<file path="config.mk">
export PLATFORM = sky130hd
export DESIGN_NAME = ex_stage_elastic_buf
export DESIGN_NICKNAME = d
export VERILOG_FILES = /design/src/rtl/ex_stage_elastic_buf.sv
export SDC_FILE = /design/constraint.sdc
export NUM_CORES = 1
export LEC_CHECK = 0
export ABC_AREA = 1
export CAP_MARGIN = 20
export CORE_AREA = 2 2 203 205
export DETAILED_ROUTE_END_ITERATION = 8
export DIE_AREA = 0 0 205 207
export PLACE_DENSITY = 0.8
export SETUP_SLACK_MARGIN = 0.02
export SKIP_CTS_REPAIR_TIMING = 1
export SLEW_MARGIN = 20
export SYNTH_ARGS = -nofsm -noshare
export SYNTH_HDL_FRONTEND = slang
export SYNTH_SLANG_ARGS = --single-unit
</file>
<file path="constraint.sdc">
create_clock -name clk -period 53 [get_ports clk]
set_input_delay 7.95 -clock clk [delete_from_list [all_inputs] [get_ports clk]]
set_output_delay 7.95 -clock clk [all_outputs]
set_load 0.01 [all_outputs]
</file>
<file path="src/rtl/ex_stage_elastic_buf.sv">
// ex_stage_elastic_buf
//   Elastic FIFO between the ID/EX boundary and the EX stage. Holds DEPTH
//   packed stage payloads with valid/ready handshakes on both sides. It
//   reports its occupancy and drops every entry on a branch redirect (flush).
//
//   Ports
//     clk, rst             clock; asynchronous active-high reset
//     flush                redirect: drop all entries and discard same-cycle input
//     in_valid/in_ready    upstream handshake; in_data is the payload
//     out_valid/out_ready  downstream handshake; out_data is the head payload
//     count                number of stored entries, 0..DEPTH
//
//   Optional feature macro: EX_STAGE_ELASTIC_BUF_BYPASS_EN
//     When it is defined and the buffer is empty, an incoming payload is
//     presented on out_* in the same cycle. If EX takes it, it is never
//     stored.
module ex_stage_elastic_buf #(
  parameter  int DATA_W = 256,
  parameter  int DEPTH  = 2,
  localparam int CNT_W  = $clog2(DEPTH + 1)
) (
  input  logic              clk,
  input  logic              rst,
  input  logic              flush,
  input  logic              in_valid,
  output logic              in_ready,
  input  logic [DATA_W-1:0] in_data,
  output logic              out_valid,
  input  logic              out_ready,
  output logic [DATA_W-1:0] out_data,
  output logic [CNT_W-1:0]  count
);

  localparam int PTR_W = $clog2(DEPTH);

  logic [DATA_W-1:0] mem_q [DEPTH];
  logic [PTR_W-1:0]  rd_ptr_q, rd_ptr_d;
  logic [PTR_W-1:0]  wr_ptr_q, wr_ptr_d;
  logic [CNT_W-1:0]  count_q, count_d;
  logic              empty, full, push, pop;

  assign empty    = (count_q == '0);
  assign full     = (count_q == CNT_W'(DEPTH));
  // Depends on registered state only, so upstream never sees out_ready.
  assign in_ready = ~full;
  assign count    = count_q;

`ifdef EX_STAGE_ELASTIC_BUF_BYPASS_EN
  logic bypass;
  assign bypass    = empty & in_valid & ~flush;
  assign out_valid = (~empty & ~flush) | bypass;
  assign out_data  = bypass ? in_data : mem_q[rd_ptr_q];
  // A bypassed payload that EX takes right away never touches storage.
  assign push      = in_valid & ~full & ~flush & ~(bypass & out_ready);
  assign pop       = ~empty & out_ready & ~flush;
`else
  assign out_valid = ~empty & ~flush;
  assign out_data  = mem_q[rd_ptr_q];
  assign push      = in_valid & ~full & ~flush;
  assign pop       = out_valid & out_ready;
`endif

  always_comb begin
    rd_ptr_d = rd_ptr_q;
    wr_ptr_d = wr_ptr_q;
    count_d  = count_q;
    if (flush) begin
      // Empty the buffer by moving the read pointer onto the write pointer.
      // The stored data is not touched.
      rd_ptr_d = wr_ptr_q;
      count_d  = '0;
    end else begin
      // DEPTH is a power of two, so the pointers wrap through natural overflow.
      if (push) wr_ptr_d = wr_ptr_q + PTR_W'(1);
      if (pop)  rd_ptr_d = rd_ptr_q + PTR_W'(1);
      case ({push, pop})
        2'b10:   count_d = count_q + CNT_W'(1);
        2'b01:   count_d = count_q - CNT_W'(1);
        default: count_d = count_q;
      endcase
    end
  end

  always_ff @(posedge clk or posedge rst) begin
    if (rst) begin
      rd_ptr_q <= '0;
      wr_ptr_q <= '0;
      count_q  <= '0;
    end else begin
      rd_ptr_q <= rd_ptr_d;
      wr_ptr_q <= wr_ptr_d;
      count_q  <= count_d;
    end
  end

  // Payload storage is not reset. Writes are blocked while rst is high,
  // so no transfer happens on an edge seen during reset.
  always_ff @(posedge clk) begin
    if (push && !rst) mem_q[wr_ptr_q] <= in_data;
  end

endmodule
</file>
==> results.cfg, run 1 <==
[grt]
grt_usage = 0.200
grt_pass1_vias = 10500
antenna_found_initial = 8
gr-usage-met1 = 0.212
grt_util_met3 = 0.0870
top_usage_layer = met2
grt.overflow.total = 0
grt_pass1_wl_mm = 63.0
grt_start_max_net_pins = 156
use_met2 = 0.342

[cells_and_area]
mostFrequentLayoutCells = 520 x clkdlybuf4s50_1, 512 x edfxtp_1, 201 x mux2_4, 55 x mux2_2, 53 x clkbuf_16
final_cells = 1966
syn2layout_area_growth_pct = 37.7
fin_nets = 1649
drive_gt1_frac = 0.243
layout_commonest_cell = clkdlybuf4s50_1
post-route-util = 0.668
stdcell_area_mm2 = 0.0270
nFillCells = 2616

[sta]
rsz0062_at_grt = false
hold_ws_ns = 0.602
finClkSkew_ns = 0.0133
clock.fmax_ghz = 0.0580
worstMarginPinSlew_ns = 1.09
setup_tns_ns = 0
min_period_ns = 17.24
hold_viol = 0
slew_viol_final = 0
setup_viol = 0
fin_crit_sh = 0.325
fin_ws_ns = 35.76
slew_headroom = 0.270

[floorplanning]
die_w_um = 205
die_height_um = 207
initial_core_util = 0.485
die_area_mm2 = 0.0424
io_pins = 521
core_region_area_mm2 = 0.0404
core.rowCount = 74

[routing]
wire_per_inst_um = 22.2
via_per_inst = 5.02
routed_wl_mm = 43.6
vias = 9879
drt_pass1_iterations = 6
drt_iter0_drc = 462
ant_nets = 0
drc = 0

[placement]
place_area_mm2 = 0.0253
portBuffers = 520
post-place-ws_ns = 35.77
hpwl_mm = 28.6
placed_cells = 1867
gp_routability_congestion = 0.798

[run_status]
status = finished clean

[power_and_ir_drop]
leakagePower_nw = 9.48
power_density_mw_per_mm2 = 42.3
power.total_mw = 1.14
ir_drop_uv = 36.2

[cts]
cts_root_buf = clkbuf_16
cts_buffers = 51
cts.htree.levels = 2
clk_pin_slew_ns = 0.06
clock_sinks = 516
insertion_delay_ns = 0.58
clock_path_buffers = 3
cts_tree = done

[worst_setup_path]
crit_fanout = 6
start_kind = input pin
arrival_ns = 9.29
endpoint_kind = output pin
path_class = in -> out
crit_required_ns = 45.05

[synthesis]
avgSynthCellArea_um2 = 23.4
netlist-cell-type-count = 16
seq_area_frac_synth = 0.790
yosys_warnings = 0
synth_seq_cells = 516
synthCells = 836
synth.net_count = 1097
syn_area_mm2 = 0.0196

[min_path]
min_path_type = reg -> reg

[flow_run]
maxCapViolCount = 0
[per-layer routing]
| metal | wire length (µm) | vias to the layer above | share of wire |
|---|---|---|---|
| li1 | - | 4436 | - |
| met5 | 42 | - | 0.00096 |
| met2 | 21900 | 433 | 0.50 |
| met4 | 1730 | 6 | 0.040 |
| met3 | 4810 | 99 | 0.11 |
| met1 | 15100 | 4905 | 0.35 |
[cell families after synthesis]
family                 share of synthesized area
AO/OA/AOI/OAI                           0.000511
XOR/XNOR                                0.000447
buffers and inverters                     0.0167
flip-flops                                 0.790
multiplexers                               0.186
AND/OR/NAND/NOR                          0.00607
[Yosys cell counts]
cell type | n | area share
mux2_2 | 55 | 0.032
inv_1 | 5 | 0.00096
buf_6 | 26 | 0.015
buf_2 | 3 | 0.00077
edfxtp_1 | 512 | 0.79
mux2_4 | 201 | 0.15
nor2_1 | 4 | 0.00077
nand4_1 | 2 | 0.00064
nand2_2 | 1 | 0.00032
xor2_1 | 1 | 0.00045
o21ai_0 | 2 | 0.00051
nor3_1 | 1 | 0.00026
nand2_1 | 14 | 0.0027
dfrtp_1 | 4 | 0.0051
nand3_1 | 3 | 0.00077
nor2_2 | 2 | 0.00064
[where the power goes]
part,switching [mW],internal [mW]
sequential,0.0152,0.477
combinational,0.116,0.173
clock,0.148,0.212
total,0.279,0.862
[worst max-delay path, stage by stage]
cell	delay (ns)
clkdlybuf4s50_1	0.53
nor2_2	0.22
clkdlybuf4s50_1	0.59
[area by class of cell]
type | count | area [µm²] | share of cell area
sequential | 516 | 15500 | 0.574
timing repair buffer | 528 | 5300 | 0.197
tap | 532 | 666 | 0.0247
inverter | 5 | 18.8 | 0.000696
clock inverter | 31 | 284 | 0.0105
multi-input combinational | 286 | 3790 | 0.141
clock buffer | 64 | 1410 | 0.0522
antenna | 4 | 10.0 | 0.000371
[final timing paths]
kind,from,cells past startpoint,slack (ns),endpoint
setup / recovery,flush,3,35.76,out_valid
hold reg to reg,wr_ptr_q,1,0.60,wr_ptr_q
hold / removal,wr_ptr_q,1,0.60,wr_ptr_q
setup reg to reg,count[0],8,49.46,mem_q[1][194]
min in group asynchronous,rst,2,7.66,count[1]
max in group asynchronous,rst,2,45.15,rd_ptr_q
[state kept, by name, indices dropped and copies added, names as in the netlist]
signal    cells
mem_q       512
count         2
wr_ptr_q      1
rd_ptr_q      1
(Power assumes the default switching activity.)
==> run 2, diff against run 1 <==
--- a/config.mk
+++ b/config.mk
@@ -7,10 +7,9 @@
 export LEC_CHECK = 0
 export ABC_AREA = 1
 export CAP_MARGIN = 20
-export CORE_AREA = 2 2 203 205
+export CORE_UTILIZATION = 49
 export DETAILED_ROUTE_END_ITERATION = 8
-export DIE_AREA = 0 0 205 207
-export PLACE_DENSITY = 0.8
+export PLACE_DENSITY = 0.81
 export SETUP_SLACK_MARGIN = 0.02
 export SKIP_CTS_REPAIR_TIMING = 1
 export SLEW_MARGIN = 20
==> constraint.sdc (replaced) <==
create_clock -name clk -period 17.55 [get_ports clk]
set_input_delay 2.6325 -clock clk [delete_from_list [all_inputs] [get_ports clk]]
set_output_delay 2.6325 -clock clk [all_outputs]
set_load 0.01 [all_outputs]
==> run 2 against run 1 <==
  * First-iteration DRC count is 17% higher
  * Count of clock-buffer cells in the layout is 1 higher
  * Non-clock buffer count is 5 higher
  * Worst setup slack worse by 25 ns
  * Total power grew to 2.9 times the previous value
  * Highest routed layer unchanged
  * Routed wire length is 0.28% lower
  * Final cell count is 0.36% lower
  * Sequential power grew to 3.0 times the previous value
  * Clock skew is 0.0020 ns lower
  * Global-route usage is 0.75 points higher
  * Sequential share of layout area is 0.30 points higher
==> results.cfg, run 2 (same netlist as run 1, synthesis figures left out) <==
[run_status]
status = finished clean

[routing]
vias = 9798
via_per_inst = 5.00
drc = 0
ant_nets = 0
drt_pass1_iterations = 4
drt_iter0_drc = 542
routed_wl_mm = 43.4
wire_per_inst_um = 22.2

[grt]
grt_start_max_net_pins = 77
grt_util_met3 = 0.102
grt_usage = 0.208
antenna_found_initial = 10
grt_pass1_wl_mm = 62.3
use_met2 = 0.359
top_usage_layer = met2
grt.overflow.total = 0
grt_pass1_vias = 10400
gr-usage-met1 = 0.220

[cts]
cts_tree = done
clock_sinks = 516
clock_path_buffers = 3
cts.htree.levels = 2
clk_pin_slew_ns = 0.06
insertion_delay_ns = 0.58
cts_buffers = 51
cts_root_buf = clkbuf_16

[cells_and_area]
largest_reg_flops = 512
mostFrequentLayoutCells = 520 x clkdlybuf4s50_1, 512 x edfxtp_1, 201 x mux2_4, 55 x mux2_2, 53 x clkbuf_16
stdcell_area_mm2 = 0.0268
syn2layout_area_growth_pct = 37.0
fin_nets = 1654
drive_gt1_frac = 0.238
layout_commonest_cell = clkdlybuf4s50_1
top_register = mem_q

[sta]
hold_viol = 0
clock.fmax_ghz = 0.151
slew_viol_final = 0
rsz0062_at_grt = false
fin_crit_sh = 0.378
fin_ws_ns = 10.92
worstMarginPinSlew_ns = 1.08
finClkSkew_ns = 0.0113
setup_viol = 0
min_period_ns = 6.63
setup_tns_ns = 0
slew_headroom = 0.283

[placement]
hpwl_mm = 29.0
portBuffers = 520
place_area_mm2 = 0.0252
gp_routability_congestion = 0.789
post-place-ws_ns = 11.02

[power_and_ir_drop]
power_density_mw_per_mm2 = 125
ir_drop_uv = 93.8
power.total_mw = 3.36
leakagePower_nw = 9.44

[floorplanning]
die_area_mm2 = 0.0408
die_height_um = 202
initial_core_util = 0.502
io_pins = 521
die_w_um = 202
core.rowCount = 72
core_region_area_mm2 = 0.0390

[worst_setup_path]
endpoint_kind = output pin
r2r-end = mem_q[0][17]
r2r_setup_slack_ns = 14.42
arrival_ns = 3.99
crit_fanout = 57
path_class = reg -> out
start_kind = flop
crit_required_ns = 14.92
worstRegToRegCells = 8
rr_startpoint = count[0]

[min_path]
whs_path_depth = 1
min_path_type = reg -> reg
hp-start = wr_ptr_q
hold_end = wr_ptr_q

[flow_run]
maxCapViolCount = 0
[run 2: per-layer routing]
layer / vias to the layer above / part of all wire
li1: 4464 / -
met1: 4812 / 0.35
met2: 448 / 0.51
met3: 64 / 0.12
met4: 10 / 0.022
met5: - / 0.0013
[run 2: worst max-delay path by stage]
stage / slack [ns] / depth (start not counted) / startpoint / endpoint
floorplan: 3.14 / 4 / in_valid / mem_q[1][0]
CTS: 10.73 / 4 / rd_ptr_q / out_data[172]
global placement: 11.04 / 3 / flush / out_valid
detailed placement: 11.02 / 3 / flush / out_valid
finish: 10.92 / 4 / rd_ptr_q / out_data[184]
global route: 10.75 / 4 / rd_ptr_q / out_data[128]
[run 2: critical path, stage by stage (launching register included)]
cell,delay [ns]
dfrtp_4,0.67
buf_4,0.80
buf_4,0.95
mux2_4,0.31
clkdlybuf4s50_1,0.60
[run 2: area by class of cell]
class	count	area, µm²
diodes	7	17.5
clock buffers	65	1370
clock inverters	29	160
fillers	2407	12200
inverters	5	18.8
multi-input cells	286	3790
flip-flops and latches	516	15500
well taps	518	648
repair buffers	533	5330
[run 2: metrics by stage]
stage	hold WS [ns]	std cells	util
2_1_floorplan	0.500	836	-
3_3_place_gp	0.566	1857	0.647
3_5_place_dp	0.606	1857	0.647
4_1_cts	0.616	1951	0.686
5_1_grt	0.625	1956	0.687
6_report	0.611	1959	0.687
[run 2: where the power goes]
group	total [mW]	internal, mW	switching, mW
clock	1.00	0.565	0.437
combinational	0.884	0.521	0.363
sequential	1.47	1.44	0.0289
